## config.mk

```make
export PLATFORM = sky130hd
export DESIGN_NAME = cache_refill_unit
export DESIGN_NICKNAME = d
export VERILOG_FILES = /design/src/rtl/cache_refill_unit.sv
export SDC_FILE = /design/constraint.sdc
export NUM_CORES = 1
export LEC_CHECK = 0
export CAP_MARGIN = 20
export CELL_PAD_IN_SITES_DETAIL_PLACEMENT = 0
export CELL_PAD_IN_SITES_GLOBAL_PLACEMENT = 1
export CORE_ASPECT_RATIO = 1.25
export CORE_MARGIN = 2
export CORE_UTILIZATION = 26
export CTS_BUF_LIST = sky130_fd_sc_hd__clkbuf_16
export DETAILED_ROUTE_END_ITERATION = 10
export GPL_ROUTABILITY_DRIVEN = 0
export MAX_ROUTING_LAYER = met4
export PLACE_DENSITY = 0.8
export SYNTH_ARGS = -nofsm -noshare
export SYNTH_HDL_FRONTEND = slang
export SYNTH_SLANG_ARGS = --single-unit
```

## constraint.sdc

```tcl
create_clock -name clk -period 3.7 [get_ports clk]
set_input_delay 0.74 -clock clk [delete_from_list [all_inputs] [get_ports clk]]
set_output_delay 0.74 -clock clk [all_outputs]
set_load 0.01 [all_outputs]
```

## src/rtl/cache_refill_unit.sv

```systemverilog
// Cache miss refill engine: fetches a whole block word-by-word over a req/ack
// interface and streams each word into the victim way, then strobes completion.
module cache_refill_unit #(
    parameter int ADDR_SIZE  = 32,
    parameter int NUM_SETS   = 16,
    parameter int NUM_WAYS   = 2,
    parameter int BLOCK_SIZE = 128,
    localparam int NUM_WORDS = BLOCK_SIZE / 32,
    localparam int OFF_W     = $clog2(BLOCK_SIZE / 8),
    localparam int SET_W     = $clog2(NUM_SETS),
    localparam int WAY_W     = (NUM_WAYS > 1) ? $clog2(NUM_WAYS) : 1,
    localparam int TAG_W     = ADDR_SIZE - SET_W - OFF_W,
    localparam int WORD_W    = (NUM_WORDS > 1) ? $clog2(NUM_WORDS) : 1
) (
    input  logic                 clk,
    input  logic                 rst,
    input  logic                 miss,
    input  logic [ADDR_SIZE-1:0] miss_addr,
    input  logic [WAY_W-1:0]     replace_way,
    output logic                 stall,
    output logic                 mem_req,
    output logic [ADDR_SIZE-1:0] mem_addr,
    input  logic                 mem_ack,
    input  logic [31:0]          mem_rdata,
    output logic                 fill_enable,
    output logic [WAY_W-1:0]     fill_way,
    output logic [SET_W-1:0]     fill_set,
    output logic [TAG_W-1:0]     fill_tag,
    output logic [WORD_W-1:0]    fill_word,
    output logic [31:0]          fill_data,
    output logic                 fill_done
);

    typedef enum logic [1:0] {S_IDLE, S_FETCH, S_WRITE, S_DONE} state_t;

    state_t             r_state;
    state_t             w_state_next;
    logic [WORD_W-1:0]  r_counter;
    logic [TAG_W-1:0]   r_tag;
    logic [SET_W-1:0]   r_set;
    logic [WAY_W-1:0]   r_way;
    logic [31:0]        r_fill_data;
    logic               r_mem_req;
    logic               r_fill_enable;
    logic               r_fill_done;
    logic               w_last;
    logic               w_mem_req_next;
    logic               w_fill_enable_next;
    logic               w_fill_done_next;
    logic [ADDR_SIZE-1:0] w_base;

    assign w_last = (r_counter == WORD_W'(NUM_WORDS - 1));

    always_ff @(posedge clk) begin
        if (rst) begin
            r_state <= S_IDLE;
        end else begin
            r_state <= w_state_next;
        end
    end

    always_comb begin
        w_state_next = r_state;
        case (r_state)
            S_IDLE:  if (miss) w_state_next = S_FETCH;
            S_FETCH: if (mem_ack) w_state_next = S_WRITE;
            S_WRITE: w_state_next = w_last ? S_DONE : S_FETCH;
            S_DONE:  w_state_next = S_IDLE;
            default: w_state_next = S_IDLE;
        endcase
    end

    // Outputs are registered, so decode them from the upcoming state.
    always_comb begin
        w_mem_req_next     = (w_state_next == S_FETCH);
        w_fill_enable_next = (w_state_next == S_WRITE);
        w_fill_done_next   = (w_state_next == S_DONE);
        stall              = 1'b0;
        if (!rst) begin
            stall = (r_state == S_IDLE) ? miss : 1'b1;
        end
    end

    always_ff @(posedge clk) begin
        if (rst) begin
            r_counter     <= '0;
            r_tag         <= '0;
            r_set         <= '0;
            r_way         <= '0;
            r_fill_data   <= '0;
            r_mem_req     <= 1'b0;
            r_fill_enable <= 1'b0;
            r_fill_done   <= 1'b0;
        end else begin
            r_mem_req     <= w_mem_req_next;
            r_fill_enable <= w_fill_enable_next;
            r_fill_done   <= w_fill_done_next;
            if (r_state == S_IDLE && miss) begin
                r_tag     <= miss_addr[ADDR_SIZE-1 -: TAG_W];
                r_set     <= miss_addr[OFF_W +: SET_W];
                r_way     <= replace_way;
                r_counter <= '0;
            end
            if (r_state == S_FETCH && mem_ack) begin
                r_fill_data <= mem_rdata;
            end
            if (r_state == S_WRITE && !w_last) begin
                r_counter <= r_counter + 1'b1;
            end
        end
    end

    // Word offset is OR-ed into a block-aligned base, so it can never carry into set/tag.
    assign w_base      = {r_tag, r_set, {OFF_W{1'b0}}};
    assign mem_addr    = w_base | (ADDR_SIZE'(r_counter) << 2);
    assign mem_req     = r_mem_req;
    assign fill_enable = r_fill_enable;
    assign fill_way    = r_way;
    assign fill_set    = r_set;
    assign fill_tag    = r_tag;
    assign fill_word   = r_counter;
    assign fill_data   = r_fill_data;
    assign fill_done   = r_fill_done;

endmodule

```

# Word level (Yosys, flattened, before mapping)
# Cells that the tools add are included.
# totals
register_bits,68
output_inout_bits,99
wordCells,32
# classes
add_sub_neg,1
n_eq_ne,7
n_mux,8
bitwise,1
reduce_logical,6
# op_table
operator,n
OR 32 x 4 -> 32 bit,1
equality test 2 bit (second input constant),5
two-way mux 2 bit,5
case mux 2 bit (4 select lines),1
equality test 2 x 1 -> 1 bit (second input constant),2
logical AND 1 bit,3
adder 2 x 1 -> 2 bit (second input constant),1
logical NOT 2 bit,1
two-way mux 1 bit,2
nonzero test 2 bit,1
logical NOT 1 bit,1

# Depth between registers and ports, before layout
# Gate-level depths: netlist (run 1).
# depth
ltp_word,4
mapped_depth,6

# Least setup slack after synthesis (run 1)
# OpenSTA, ideal clock, no wires.
# synth_timing
path_kind,input-to-output
startpoint,in miss
endpoint,out stall
arrival_time_ns,0.976
t_required_ns,2.960
setup_slack_ns,1.984
stages,2
path_cell_list,nor3_1 > nor2_1
# synth_via
elab_chain_cells,2
# synth_rtl
element,line,source
start: declaration,17,"input logic miss,"
two-way mux 1 bit,80,stall = (r_state == S_IDLE) ? miss : 1'b1;
two-way mux 1 bit,79,if (!rst) begin
end: declaration,20,"output logic stall,"
# Every way passes these cells.

# Final worst setup path (run 1)
# Ends and elaborated chain as after synthesis.

==> flow_summary_export.csv, run 1 <==
group,metric,value,unit
die,die_h,116.7,um
synth,ys_top_cells_by_area,"dfxtp_1, nand2_1, a21oi_1, buf_4, buf_2",
grt,grt_max_degree,67,
grt,gr-usage-all-layers,13.21,%
drt,wire_per_inst,12.12,um
clock_network,numCtsBuffers,9,
drt,drt-pass1-iter-count,4,
power_and_ir_drop,p_leak,0.001574,uW
worst_setup_path,critPathBufInv,2,
power_and_ir_drop,powerDensity,430.7,nW/um2
clock_network,cts_hold_buf,0,
worst_setup_path,slowest_delay,580,ps
worst_setup_path,start_kind,"input pin",
layout,fin_cells,586,
worst_setup_path,worstReg2RegStart,"r_state[1]",
layout,fillers,1008,
clock_network,clock_latency,320,ps
power_and_ir_drop,combPwrFrac,16.5,%
min_path,hp-class,"reg -> reg",
die,io_pins,168,
power_and_ir_drop,p_switching,430.7,uW
drt,route.detailed.drc,0,
synth,synth_cell_type_count,22,
timing,fin_tns_setup,0,ps
layout,synthToLayoutAreaGrowth,66.37,%
synth,yosysWarnings,0,
min_path,holdPathEnd,"fill_data[0]",
timing,period_share,75.26,%
die,die_area,10990,um2
flow_run,max_cap_viol_count,0,
timing,hold_viol_final,0,
drt,vias_per_cell,4.324,
worst_setup_path,crit_fanout,3,
grt,grt_antenna_before_repair,0,
worst_setup_path,crit_path_frequent_cell,"clkdlybuf4s50_1",
timing,relSlewSlack,52.96,%
synth,yosysTopAreaCell,"dfxtp_1",
min_path,hold_path_depth,2,
timing,post-route-worst-setup-slack,915.3,ps
clock_network,cts_tree,"yes",
worst_setup_path,critPathKind,"in -> out",
power_and_ir_drop,internal_power,1462,uW
worst_setup_path,required,2960,ps
status,status,"finished clean",
timing,fin_skew,5.527,ps
power_and_ir_drop,vdd_drop_max,0.2371,mV
clock_network,post_cts_buffers,0,
placed_design,port_buffers,161,
worst_setup_path,regToRegSetupSlack,2150,ps
worst_setup_path,reg2reg_depth,4,
synth,yosysSeqAreaShare,51.54,%
clock_network,clock_sinks,68,
worst_setup_path,cp.arrival,2040,ps
grt,grt_pass1_wl,10.94,mm
die,rows,41,
layout,final_common_cell,"clkdlybuf4s50_1",
worst_setup_path,worst_setup_path_end_kind,"output port",
worst_setup_path,path_cells,"clkdlybuf4s50_1 > nor3_1 > nor2_1 > clkdlybuf4s50_1",
placed_design,dp_slack,923.5,ps
synth,ys_ff_latch,68,
placed_design,dp.cells,570,
layout,drive_gt1_share,3.939,%
timing,whs,449.6,ps
synth,synth_area,2641,um2
power_and_ir_drop,seqPwrFrac,42.2,%
timing,grt_setup_unrepaired,"false",
drt,vias,2534,
worst_setup_path,reg2reg_to,"fill_word[0]",
worst_setup_path,path_delay_family,"buffers and inverters",
die,dieWidth,94.15,um
min_path,worstHoldStart,"fill_data[0]",
drt,wirelength,7.102,mm
timing,period_needed,2785,ps
clock_network,clk_pin_slew_worst_paths,50,ps
timing,fmax,0.3591,GHz
layout,fin_nets,523,
timing,setup_viol,0,
timing,worst_pin_slew,705.7,ps
die,coreArea,10000,um2
power_and_ir_drop,power.share.clock,41.3,%
placed_design,dp_hpwl,5.040,mm
drt,drt_iter0_drc,127,
clock_network,clockRootBuffer,"clkbuf_16",
clock_network,clockBufferDepth,2,
layout,diodes,0,
timing,finalMaxSlewViolations,0,
clock_network,cts_resized,0,
grt,grt_pass1_vias,2321,
clock_network,h-tree-depth,3,
power_and_ir_drop,p_sw_share,22.76,%
die,initial_core_util,26.40,%
grt,grt-ovfl-total,0,
drt,drtAntennaViolNets,0,
layout,postLayoutCellArea,4394,um2
layout,final_cell_mix,"clkdlybuf4s50_1, nand2_1, dfxtp_1",
synth,syn_avg_cell_area,8.004,um2
worst_setup_path,cpMaxStageDelayCell,"clkdlybuf4s50_1",
placed_design,place_area,4093,um2
synth,synth_cells,330,
synth,yosysTopAreaCellShare,51.54,%
[synth_stat cells (all sizes together)]
cell type  number
or3b            2
nand3b          2
dfxtp          68
clkbuf         10
and3b           1
nand3           3
and2            1
buf            45
or2             1
ha              1
conb            1
nor3            1
nor3b           1
a21oi          65
o21a            1
nand2         122
nor4bb          1
o21ai           1
nor2            3
[flip-flops by register name (all words and copies together), names as in the netlist]
name,flops
fill_enable,1
fill_way,1
r_state,2
fill_tag,24
mem_req,1
fill_data,32
fill_set,4
fill_done,1
fill_word,2
[how the worst max path moves through the flow]
stage          start    end  cells past startpoint
2_1_floorplan   miss  stall                      2
3_3_place_gp    miss  stall                      4
3_5_place_dp    miss  stall                      4
4_1_cts         miss  stall                      4
5_1_grt         miss  stall                      4
6_report        miss  stall                      4
[logic make-up (layout without fill, tap and decap cells)]
family          count (synthesis)  count (layout)  synth area share (%)
other cells                     1               2                0.1420
compound gates                 67              67                 12.93
fa+ha+maj                       1               1                0.4736
flops                          68              68                 51.54
buf+inv                        55             181                 13.50
simple gates                  138             138                 21.41
[final cells by class]
| class | instances | area [um2] | area share (%) |
|---|---|---|---|
| multi-input cells | 208 | 933.4 | 21.24 |
| clock inverters | 6 | 48.80 | 1.110 |
| well taps | 129 | 161.4 | 3.673 |
| repair buffers | 166 | 1664 | 37.87 |
| clock buffers | 9 | 225.2 | 5.125 |
| flip-flops and latches | 68 | 1361 | 30.98 |
[metrics by stage]
step | total power (uW) | utilization [%]
2_1_floorplan | 954.0 | -
3_3_place_gp | 1119 | 40.91
3_5_place_dp | 1125 | 40.91
4_1_cts | 1926 | 43.65
5_1_grt | 2003 | 43.93
6_report | 1893 | 43.93
[power by group through the flow]
| stage | clock network [uW] | registers (uW) | logic (uW) |
|---|---|---|---|
| global route | 858 | 803 | 342 |
| global placement | 0 | 812 | 307 |
| floorplan | 0 | 826 | 128 |
| CTS | 816 | 798 | 312 |
| finish | 783 | 798 | 312 |
| detailed placement | 0 | 814 | 311 |
[metal layers]
metal | vias up | wire length, um | GRT usage [%]
met5 | - | 0 | -
met4 | 0 | 48 | 4.928
met3 | 5 | 647 | 6.129
met2 | 103 | 3636 | 22.29
met1 | 1153 | 2770 | 13.42
li1 | 1273 | - | -
[worst min-delay path: cells and delay by family (launching register included)]
kind               cells  cell delay [ps]
DFF                    1              300
and+or+nand+nor        1               50
AOI/OAI and AO/OA      1               50
Note: power is estimated with default switching activity, not from simulation.
==> inputs of run 2 (changes only) <==
CORE_UTILIZATION = 22   (was 26)
PLACE_DENSITY = 0.71   (was 0.8)
clock period = 2.3 ns   (was 3.7 ns; I/O delays follow)
==> run 2 against run 1 <==
  * Power grew 56%
  * Utilization down 6.1 points
  * Non-clock buffer count increased by 3
  * Register-to-register slack lost 1300 ps
  * Sequential power up 60%
  * Hold slack improved by 1.5 ps
==> flow_summary_export.csv, run 2 (synthesized netlist as in run 1, its figures left out) <==
group,metric,value,unit
status,status,"finished clean",
power_and_ir_drop,power.share.clock,39.7,%
worst_setup_path,endpoint,"stall",
drt,drt-pass1-iter-count,4,
drt,vias,2527,
timing,period_share,79.55,%
timing,worst_pin_slew,715.9,ps
layout,largest_reg_flops,32,
die,die_h,126.5,um
drt,wire_per_inst,12.28,um
clock_network,clk_pin_slew_worst_paths,50,ps
min_path,hp-class,"reg -> reg",
die,rows,44,
worst_setup_path,regToRegSetupSlack,890,ps
clock_network,clock_sinks,68,
layout,synthToLayoutAreaGrowth,67.17,%
timing,period_needed,1830,ps
worst_setup_path,worst_setup_path_end_kind,"output port",
grt,grt-ovfl-total,0,
layout,final_common_cell,"clkdlybuf4s50_1",
layout,drive_gt1_share,4.783,%
die,coreArea,11670,um2
worst_setup_path,cp.arrival,1370,ps
timing,whs,451.1,ps
worst_setup_path,path_delay_family,"buffers and inverters",
layout,diodes,0,
grt,grt_antenna_before_repair,0,
worst_setup_path,required,1840,ps
placed_design,port_buffers,161,
clock_network,clockRootBuffer,"clkbuf_16",
power_and_ir_drop,internal_power,2239,uW
worst_setup_path,slowest_delay,500,ps
layout,postLayoutCellArea,4415,um2
worst_setup_path,cp-startpoint,"miss",
layout,fillers,1248,
grt,grt_pass1_wl,12.05,mm
placed_design,dp.cells,606,
worst_setup_path,critPathKind,"in -> out",
clock_network,clockBufferDepth,2,
grt,grt_max_degree,67,
clock_network,numCtsBuffers,9,
worst_setup_path,path_cells,"clkdlybuf4s50_1 > nor3_1 > nor2_1 > dlymetal6s2s_1",
worst_setup_path,reg2reg_depth,4,
drt,route.detailed.drc,0,
worst_setup_path,worstReg2RegStart,"fill_word[0]",
layout,final_cell_mix,"clkdlybuf4s50_1, nand2_1, dfxtp_1",
worst_setup_path,path_depth,4,
clock_network,cts_hold_buf,0,
die,io_pins,168,
power_and_ir_drop,p_leak,0.001585,uW
timing,relSlewSlack,52.28,%
layout,fin_nets,526,
timing,fmax,0.5466,GHz
clock_network,post_cts_buffers,0,
timing,fin_tns_setup,0,ps
drt,wirelength,7.625,mm
flow_run,max_cap_viol_count,0,
power_and_ir_drop,p_sw_share,24.35,%
worst_setup_path,crit_fanout,3,
timing,hold_viol_final,0,
timing,grt_setup_unrepaired,"false",
die,die_area,12900,um2
drt,drt_iter0_drc,67,
clock_network,clock_latency,320,ps
worst_setup_path,cpMaxStageDelayCell,"clkdlybuf4s50_1",
drt,vias_per_cell,4.069,
drt,drtAntennaViolNets,0,
power_and_ir_drop,power,2960,uW
worst_setup_path,critPathBufInv,2,
timing,fin_skew,4.117,ps
power_and_ir_drop,combPwrFrac,16.9,%
layout,fin_cells,621,
placed_design,dp_hpwl,5.364,mm
timing,setup_viol,0,
clock_network,cts_tree,"yes",
worst_setup_path,start_kind,"input pin",
grt,gr-usage-all-layers,12.27,%
grt,grt_pass1_vias,2442,
worst_setup_path,reg2reg_to,"fill_word[0]",
die,dieWidth,102.0,um
timing,finalMaxSlewViolations,0,
clock_network,h-tree-depth,3,
power_and_ir_drop,seqPwrFrac,43.4,%
power_and_ir_drop,p_switching,720.7,uW
power_and_ir_drop,powerDensity,670.4,nW/um2
clock_network,cts_resized,0,
power_and_ir_drop,vdd_drop_max,0.3010,mV
die,initial_core_util,22.63,%
placed_design,place_area,4163,um2
-- run 2: cell count changes in the layout (fill, tap and decap cells not counted), sizes merged --
cell,change
clkinv,+1
bufinv,-1
dlymetal6s2s,+1
clkdlybuf4s50,-1
buf,+3
-- run 2: layer usage --
metal | vias up | share of wire [%] | global-route usage, % | routed length (um)
met3 | 12 | 7.3 | 3.361 | 558
met1 | 1142 | 44 | 14.87 | 3345
li1 | 1273 | - | - | -
met4 | 0 | 2.0 | 5.804 | 152
met2 | 100 | 47 | 18.77 | 3569
met5 | - | 0 | - | 0
-- run 2: worst min-delay path, delay by kind of cell, from the launching register on --
kind,cells,cell delay [ps]
flip-flops,1,300
AND/OR/NAND/NOR,1,50
AO/OA/AOI/OAI,1,50
-- run 2: power by group through the flow --
stage	clock (uW)	combinational, uW	sequential, uW
2_1_floorplan	0	207	1330
3_3_place_gp	0	505	1310
3_5_place_dp	0	509	1310
4_1_cts	1230	511	1290
5_1_grt	1280	547	1290
6_report	1180	500	1280
-- run 2: how the worst min path moves through the flow --
stage | from | to | slack (ps) | cells after the start
floorplan | fill_data[0] | fill_data[0] | 480 | 2
finish | fill_data[23] | fill_data[23] | 450 | 2
CTS | fill_data[1] | fill_data[1] | 450 | 2
detailed placement | fill_data[23] | fill_data[23] | 450 | 2
global placement | fill_data[31] | fill_data[31] | 440 | 2
global route | fill_data[6] | fill_data[6] | 470 | 2
-- run 2: cell type report --
| class | count | area, um2 | share of cell area [%] |
|---|---|---|---|
| clock buffers | 9 | 225.2 | 5.101 |
| clock inverters | 6 | 25.02 | 0.5667 |
| multi-input cells | 208 | 933.4 | 21.14 |
| flip-flops and latches | 68 | 1361 | 30.83 |
| well taps | 161 | 201.4 | 4.562 |
| repair buffers | 169 | 1669 | 37.80 |
-- run 2: metrics by stage --
stage	util, %	setup WS [ps]
finish	37.83	470.4
global route	37.83	373.7
CTS	37.81	41.30
detailed placement	35.67	60.93
global placement	35.67	68.90
floorplan	-	940.4
==> inputs of run 3 (changes only) <==
CORE_UTILIZATION = 25   (was 22)
PLACE_DENSITY = 0.77   (was 0.71)
clock period = 1.8 ns   (was 2.3 ns; I/O delays follow)
==> run 3 against run 2 <==
  * Wire length decreased by 3.9%
  * Critical path depth unchanged
  * Register-to-register slack got worse by 500 ps
  * Critical path type unchanged
  * Combinational power increased by 33%
  * Power increased by 40%
  * Largest power group is now the clock network
  * Cell count decreased by 4.5%
  * First-iteration DRC count increased by 21%
  * Sequential cell count unchanged
==> flow_summary_export.csv, run 3 (synthesized netlist as in run 1, its figures left out) <==
group,metric,value,unit
grt,grt_antenna_before_repair,0,
worst_setup_path,reg2reg_depth,4,
clock_network,numCtsBuffers,9,
power_and_ir_drop,combPwrFrac,16.1,%
power_and_ir_drop,internal_power,3185,uW
die,io_pins,168,
timing,finalMaxSlewViolations,0,
grt,gr-usage-all-layers,13.62,%
power_and_ir_drop,p_switching,958.6,uW
power_and_ir_drop,p_sw_share,23.13,%
grt,grt-ovfl-total,0,
min_path,hp-class,"in -> reg",
placed_design,dp_slack,-177.2,ps
timing,hold_viol_final,0,
power_and_ir_drop,powerDensity,921.2,nW/um2
power_and_ir_drop,p_leak,0.001616,uW
clock_network,clockBufferDepth,2,
flow_run,max_cap_viol_count,0,
layout,final_cell_mix,"clkdlybuf4s50_1, nand2_1, dfxtp_1",
drt,wire_per_inst,12.36,um
die,die_area,11410,um2
drt,drt_iter0_drc,81,
layout,seq_area,1361,um2
worst_setup_path,required,1440,ps
timing,setup_viol,0,
worst_setup_path,cp.arrival,1360,ps
die,coreArea,10210,um2
layout,largest_reg_flops,32,
clock_network,clockRootBuffer,"clkbuf_16",
clock_network,cts_resized,1,
layout,fillers,1025,
worst_setup_path,crit_fanout,2,
clock_network,post_cts_buffers,0,
grt,grt_pass1_vias,2483,
drt,drtAntennaViolNets,0,
power_and_ir_drop,power.share.clock,44.5,%
timing,post-route-worst-setup-slack,83.86,ps
min_path,hold_path_depth,4,
die,initial_core_util,25.87,%
layout,final_common_cell,"clkdlybuf4s50_1",
worst_setup_path,critPathKind,"in -> out",
clock_network,cts_tree,"yes",
min_path,worstHoldStart,"rst",
timing,relSlewSlack,53.18,%
drt,route.detailed.drc,0,
drt,wirelength,7.330,mm
timing,period_needed,1716,ps
power_and_ir_drop,seqPwrFrac,39.4,%
clock_network,clk_pin_slew_worst_paths,50,ps
die,dieWidth,95.94,um
clock_network,cts_hold_buf,0,
worst_setup_path,worst_setup_path_end_kind,"output port",
power_and_ir_drop,vdd_drop_max,0.4122,mV
drt,vias_per_cell,4.268,
timing,worst_pin_slew,702.2,ps
worst_setup_path,worstReg2RegStart,"fill_word[0]",
worst_setup_path,start_kind,"input pin",
placed_design,port_buffers,161,
clock_network,h-tree-depth,3,
layout,fin_nets,529,
layout,synthToLayoutAreaGrowth,70.30,%
worst_setup_path,regToRegSetupSlack,390,ps
grt,grt_pass1_wl,12.00,mm
timing,fin_skew,5.129,ps
timing,fmax,0.5827,GHz
status,status,"finished clean",
layout,diodes,0,
drt,drt-pass1-iter-count,4,
min_path,holdPathEnd,"mem_req",
timing,period_share,95.34,%
timing,whs,429.5,ps
die,rows,41,
grt,grt_max_degree,67,
die,die_h,118.9,um
layout,drive_gt1_share,6.034,%
placed_design,dp_hpwl,5.234,mm
drt,vias,2531,
clock_network,clock_sinks,68,
worst_setup_path,reg2reg_to,"fill_word[0]",
timing,grt_setup_unrepaired,"false",
layout,multi_input_area,933.4,um2
clock_network,clock_latency,320,ps
[run 3: cell types whose count changed in the layout (fill, tap and decap cells not counted)]
cell	previous run	this run
buf_12	0	3
dlymetal6s2s_1	1	0
inv_1	2	0
clkinv_2	2	0
bufinv_16	0	2
clkinv_4	0	1
clkinvlp_4	0	2
dlygate4sd2_1	0	1
[run 3: per-stage QoR]
step | util [%] | total power, uW | setup TNS (ps) | std cells | instance area [um2]
6_report | 44.06 | 4144 | 0 | 593 | 4498
5_1_grt | 44.06 | 4345 | 0 | 593 | 4498
4_1_cts | 44.06 | 4229 | 0 | 593 | 4498
3_5_place_dp | 40.97 | 2343 | -2236 | 577 | 4183
3_3_place_gp | 40.97 | 2333 | -1377 | 577 | 4183
2_1_floorplan | - | 1961 | 0 | 331 | 2645
[run 3: layout make-up]
class,count,area share [%]
flip-flops and latches,68,30.26
well taps,129,3.588
clock inverters,7,2.031
multi-input cells,208,20.75
clock buffers,9,5.007
repair buffers,172,38.36
[run 3: critical path: stages]
cell and delay, ps:
clkdlybuf4s50_1 440, nor3_1 170, nor2_1 80, dlygate4sd2_1 300
[run 3: worst max path at each step]
stage | startpoint | end | slack, ps | cells past startpoint
finish | miss | stall | 80 | 4
global route | miss | stall | 40 | 4
CTS | miss | stall | 70 | 4
detailed placement | miss | stall | -180 | 4
global placement | miss | stall | -190 | 4
floorplan | fill_word[0] | fill_word[0] | 440 | 4
[run 3: per-layer routing]
layer,vias to the layer above,track usage [%],wire length (um)
met2,101,22.51,3745
met5,-,-,0
li1,1280,-,-
met1,1145,15.16,2966
met4,0,4.554,58
met3,5,4.681,559
[run 3: power by group through the flow]
stage | registers, uW | logic [uW] | clock network [uW]
after detailed placement | 1670 | 676 | 0
after floorplan | 1700 | 264 | 0
after CTS | 1630 | 677 | 1920
after global routing | 1640 | 729 | 1970
final | 1630 | 666 | 1840
after global placement | 1660 | 671 | 0
